$ cat src/rtl/acondicionador_botones.sv
// Button conditioner: sync, debounce and press-pulse for five raw push-buttons.
// Ports: clk, reset (async high), pb_* raw inputs, habilita, boton_* pulses, estable[4:0].
module acondicionador_botones #(
  parameter int DB_CYCLES = 4
) (
  input  logic       clk,
  input  logic       reset,
  input  logic       pb_arriba,
  input  logic       pb_abajo,
  input  logic       pb_izq,
  input  logic       pb_der,
  input  logic       pb_elige,
  input  logic       habilita,
  output logic       boton_arriba,
  output logic       boton_abajo,
  output logic       boton_izq,
  output logic       boton_der,
  output logic       boton_elige,
  output logic [4:0] estable
);

  localparam int CNT_W = $clog2(DB_CYCLES + 1);
  localparam logic [CNT_W-1:0] CNT_MAX = CNT_W'(DB_CYCLES - 1);
  localparam logic [CNT_W-1:0] CNT_ONE = CNT_W'(1);

  logic [4:0]       pb;
  logic [4:0]       s1;
  logic [4:0]       s2;
  logic [4:0]       estable_q;
  logic [4:0]       estable_next;
  logic [4:0]       pulse_q;
  logic [CNT_W-1:0] cnt_q    [5];
  logic [CNT_W-1:0] cnt_next [5];

  // Bit order matches estable: {elige,der,izq,abajo,arriba}
  assign pb = {pb_elige, pb_der, pb_izq, pb_abajo, pb_arriba};

  // Any sample agreeing with the accepted level restarts the count,
  // so only DB_CYCLES consecutive disagreeing samples flip the level.
  always_comb begin
    estable_next = estable_q;
    for (int i = 0; i < 5; i++) begin
      cnt_next[i] = cnt_q[i];
      if (s2[i] == estable_q[i]) begin
        cnt_next[i] = '0;
      end else if (cnt_q[i] == CNT_MAX) begin
        estable_next[i] = s2[i];
        cnt_next[i]     = '0;
      end else begin
        cnt_next[i] = cnt_q[i] + CNT_ONE;
      end
    end
  end

  always_ff @(posedge clk or posedge reset) begin
    if (reset) begin
      s1        <= '0;
      s2        <= '0;
      estable_q <= '0;
      pulse_q   <= '0;
      for (int i = 0; i < 5; i++) begin
        cnt_q[i] <= '0;
      end
    end else begin
      s1        <= pb;
      s2        <= s1;
      estable_q <= estable_next;
      // Rising edge of the accepted level only; a press
      // seen while disabled is dropped, never replayed.
      pulse_q   <= estable_next & ~estable_q & {5{habilita}};
      for (int i = 0; i < 5; i++) begin
        cnt_q[i] <= cnt_next[i];
      end
    end
  end

  assign estable      = estable_q;
  assign boton_arriba = pulse_q[0];
  assign boton_abajo  = pulse_q[1];
  assign boton_izq    = pulse_q[2];
  assign boton_der    = pulse_q[3];
  assign boton_elige  = pulse_q[4];

endmodule

$ cat config.mk
export PLATFORM = sky130hd
export DESIGN_NAME = acondicionador_botones
export DESIGN_NICKNAME = d
export VERILOG_FILES = /design/src/rtl/acondicionador_botones.sv
export SDC_FILE = /design/constraint.sdc
export NUM_CORES = 1
export LEC_CHECK = 0
export BUFFER_PORTS_ARGS = -buffer_cell sky130_fd_sc_hd__clkbuf_2
export CAP_MARGIN = 20
export CORE_ASPECT_RATIO = 2
export CORE_UTILIZATION = 45
export DETAILED_ROUTE_END_ITERATION = 12
export GPL_ROUTABILITY_DRIVEN = 0
export PLACE_DENSITY = 0.75
export SLEW_MARGIN = 20
export SYNTH_ARGS = -nofsm -noshare
export SYNTH_HDL_FRONTEND = slang
export SYNTH_SLANG_ARGS = --single-unit
$ cat constraint.sdc
create_clock -name clk -period 2.03 [get_ports clk]
set_input_delay 0.203 -clock clk [delete_from_list [all_inputs] [get_ports clk]]
set_output_delay 0.203 -clock clk [all_outputs]
set_load 0.02 [all_outputs]
---- Word level (Yosys, flattened, before mapping) ----
Cells that the tools add are included.
storage, ports and cells
  bits in registers ....................... 35
  input bits .............................. 8
  output and inout bits ................... 10
  logic and storage cells ................. 47
cells by class
  add/subtract/negate cells ............... 5
  eq/ne operators ......................... 10
  muxes and demuxes ....................... 20
  bitwise logic cells ..................... 3
operators with widths
  operator                                        number
  2-to-1 mux 3 bit                                10
  adder 3 x 1 -> 3 bit (second input constant)    5
  == test 3 x 2 -> 1 bit (second input constant)  5
  AND 5 bit                                       2
  2-to-1 mux 1 bit                                10
  == test 1 bit                                   5
  NOT 5 bit                                       1

---- Depth between registers and ports, before layout ----
  word-level depth ........................ 5
  depth in mapped cells ................... 3
  depth with buffers taken out ............ 3

---- Least setup slack after synthesis ----
OpenSTA, ideal clock, no wires.
  path type ............................... register to register
  start ................................... register cnt_q[0] (netlist bit)
  end ..................................... register estable_q[4] (netlist: estable[4])
  library setup time ...................... 0.128 ns
  arrival ................................. 0.996 ns
  required time ........................... 1.902 ns
  slack ................................... 0.906 ns
  cell stages (with the launch flop) ...... 4
  path buffers ............................ 0
  clock period less this slack ............ 1.124 ns
  cell sequence ........................... dfrtp_1 -> ha_1 -> nor2b_4 -> mux2_1
on the way
  word-level cells in the longest chain between the ends .. 3
RTL lines
  item                             line  RTL
  start, declared                  32    logic [CNT_W-1:0] cnt_q [5];
  start signal, assigned by index  72    cnt_q[i] <= cnt_next[i];
  == test 3 x 2 -> 1 bit           46    end else if (cnt_q[i] == CNT_MAX) begin
  2-to-1 mux 1 bit                 46
  2-to-1 mux 1 bit                 44    if (s2[i] == estable_q[i]) begin
  named net estable_next[4]        30    logic [4:0] estable_next;
  end signal, assigned             67    estable_q <= estable_next;
  end, declared                    29    logic [4:0] estable_q;
The timed path passes the listed nets, and every way through them passes these cells.

---- Worst setup path in the final report ----
Same ends and word-level chain as after synthesis.

==> flow_summary.yaml <==
global_route:
  first_global_vias: 702
  grt_start_max_net_pins: 36
  overflow: 0
  track_usage: 0.147
  grt_pass1_wl_um: 2990
  antenna_found_initial: 0
critical_path:
  rrSetupSlack_ns: 0.86
  worstPathMaxFanout: 4
  critPathKind: "flop to flop"
  crit_buf_inv: 0
  cp-end-kind: "flop"
  cp_cell_sequence: "ha_1 > nor2b_4 > mux2_1"
  required_ns: 2.19
  critPathSlowestCell: "dfrtp_1"
  critPathArrivalTime_ns: 1.33
  cp_slowest_stage_delay_ns: 0.35
  critical-path-top-delay-family: "flip-flops"
  critPathLaunchType: "flop"
pwr:
  power_density_nw_per_um2: 1250
  pwr-share-seq: 0.504
  p_clk_frac: 0.235
  power_mw: 1.87
  intPower_mw: 1.31
  p_comb_frac: 0.261
  vdd_drop_max_uv: 743
  p_sw_frac: 0.297
  power_switching_uw: 555
  p_leak_nw: 0.736
logic_synthesis:
  yosysWarnings: 0
  synth-seq-cells: 35
  yosysMostFrequentCell: "dfrtp_1"
  syn_nets: 91
  yosysTopAreaCell: "dfrtp_1"
  syn_inst: 78
  synth-main-ff-cell: "dfrtp_1"
  synthTopCellsByCount: "dfrtp_1 (35), nor3b_1 (6), ha_1 (5), nor3_1 (5), xnor2_1 (5)"
  netlist_top_cells_area: "dfrtp_1 (68%), ha_1 (4.9%), nor2b_4 (4.3%), nor3b_1 (3.5%), xnor2_1 (3.4%)"
  ys_types: 18
  synth_area_per_cell_um2: 16.5
  synth_top_area_share: 0.682
  synth_edf_count: 0
  netlist_area_um2: 1280
  seq_area_frac_synth: 0.682
  synth-async-reset-ratio: 1.00
detailed_routing:
  wl_per_cell_um: 12.7
  route.detailed.drc: 0
  drt_iter0_drc: 9
  first_pass_iters: 4
  vias: 661
  routed_wl_um: 1670
  viasPerCell: 5.01
  antenna_left: 0
flow_run:
  cap_violations: 0
sta:
  max_freq_mhz: 853
  slew_headroom: 0.721
  finalSetupTns_ns: 0
  tightest_slew_ns: 0.418
  rsz0062_at_grt: "false"
  finalMaxSlewViolations: 0
  final.period_utilization: 0.578
  hold_viol: 0
  fin_skew_ns: 0.00243
  setup_viol: 0
  final.min_clock_period_ns: 1.17
layout:
  fin_util: 0.546
  final_nets: 117
  antenna_cells: 0
  drive_above_1_share: 0.350
  final_area_um2: 1500
  area_delta_synth_final_pct: 16.5
  fin_cells: 132
cts:
  cts.sinks: 35
  cts_buffer_depth: 2
  cts.htree.levels: 2
  cts-resized-gates: 0
  cts_buffers: 5
  cts_tree: "built"
  worst_skew_pair.late_latency_ns: 0.28
  cts-root-buf: "clkbuf_8"
  clk_pin_slew_worst_paths_ns: 0.06
status:
  status: "completed"
placed_design:
  placed_area_um2: 1410
  io_buffers: 17
  dp_hpwl_um: 1210
  dp.cells: 125
floorplan:
  fp-row-count: 27
  core_um2: 2740
  pin_count: 18
  initial_utilization: 0.469
  die_x_um: 39.8
  dieArea_um2: 3080
  die_h_um: 77.5
hold_path:
  hp-class: "primary input to flop"
[cell usage in the layout (no fill, tap or decap)]
cell           instances
mux2_1                 1
nor2b_4                4
clkbuf_8               5
and4b_1                3
nor3_2                 1
clkbuf_2              17
mux2_2                 3
ha_1                   5
nor2b_1                1
clkbuf_1               1
and2b_1                1
nand2_1                1
buf_4                  1
xnor2_1                5
mux2_4                 1
dlygate4sd3_1          1
nand2b_1               1
inv_1                  1
dfrtp_1               35
and4b_2                1
nor3b_2                3
nor3b_1                6
nor3_1                 5
[area by class of cell]
cell class,instances,area (um2)
Clock buffer,6,72.6
Fill cell,218,1240
Inverter,1,3.75
Multi-Input combinational cell,42,404
Sequential cell,35,876
Tap cell,29,36.3
Timing Repair Buffer,19,103
[per-layer routing]
| layer | vias to the layer above | routed length [um] | global-route usage | share of wire |
|---|---|---|---|---|
| met5 | - | 0 | 0 | 0 |
| met4 | 0 | 55 | 0.0931 | 0.033 |
| met3 | 5 | 75 | 0.0714 | 0.045 |
| met2 | 18 | 864 | 0.210 | 0.52 |
| met1 | 319 | 678 | 0.166 | 0.41 |
| li1 | 319 | - | - | - |
[worst register-to-register path, cell delays in order, from the launching register on]
cell	delay (ns)
dfrtp_1	0.35
ha_1	0.18
nor2b_4	0.19
mux2_1	0.33
[per-stage QoR]
| step | hold WS [ns] | setup WS [ns] |
|---|---|---|
| 4_1_cts | 0.0196 | 0.850 |
| 2_1_floorplan | 0.234 | 0.906 |
| 6_report | 0.0296 | 0.857 |
| 3_3_place_gp | 0.294 | 0.896 |
| 5_1_grt | 0.0109 | 0.769 |
| 3_5_place_dp | 0.297 | 0.866 |
[registers in the layout, indices dropped and copies added, names as in the netlist]
register  count
s2            5
cnt_q        15
pulse_q       5
s1            5
estable       5
[final timing paths]
check / start / to / cells after the start
setup / recovery: cnt_q[0] / estable[4] / 3
hold / removal: pb_der / s1[3] / 1
setup reg to reg: cnt_q[0] / estable[4] / 3
hold reg to reg: s1[2] / s2[2] / 0
max in group asynchronous: reset / s1[0] / 4
min in group asynchronous: reset / cnt_q[1] / 4
[power by group through the flow]
stage	combinational, mW	clock (mW)	sequential (mW)
6_report	0.487	0.439	0.943
5_1_grt	0.545	0.493	0.963
3_3_place_gp	0.469	0	0.944
3_5_place_dp	0.489	0	0.957
2_1_floorplan	0.305	0	1.00
4_1_cts	0.499	0.457	0.944
[logic make-up (layout without fill, tap and decap cells)]
| group | after synthesis | in the layout | share of synthesized area |
|---|---|---|---|
| muxes | 5 | 5 | 0.0468 |
| buffers and inverters | 1 | 26 | 0.00292 |
| and+or+nand+nor | 27 | 27 | 0.185 |
| DFF | 35 | 35 | 0.682 |
| xor gates and xnor gates | 5 | 5 | 0.0341 |
| adders and majority gates | 5 | 5 | 0.0487 |
[what timing repair did]
item	in CTS	in global routing
hold buffers	1	0
endpoints found under the hold margin	28	0
setup endpoints to repair	0	0
setup buffers	0	0
Power figures use the tool's default switching activity.
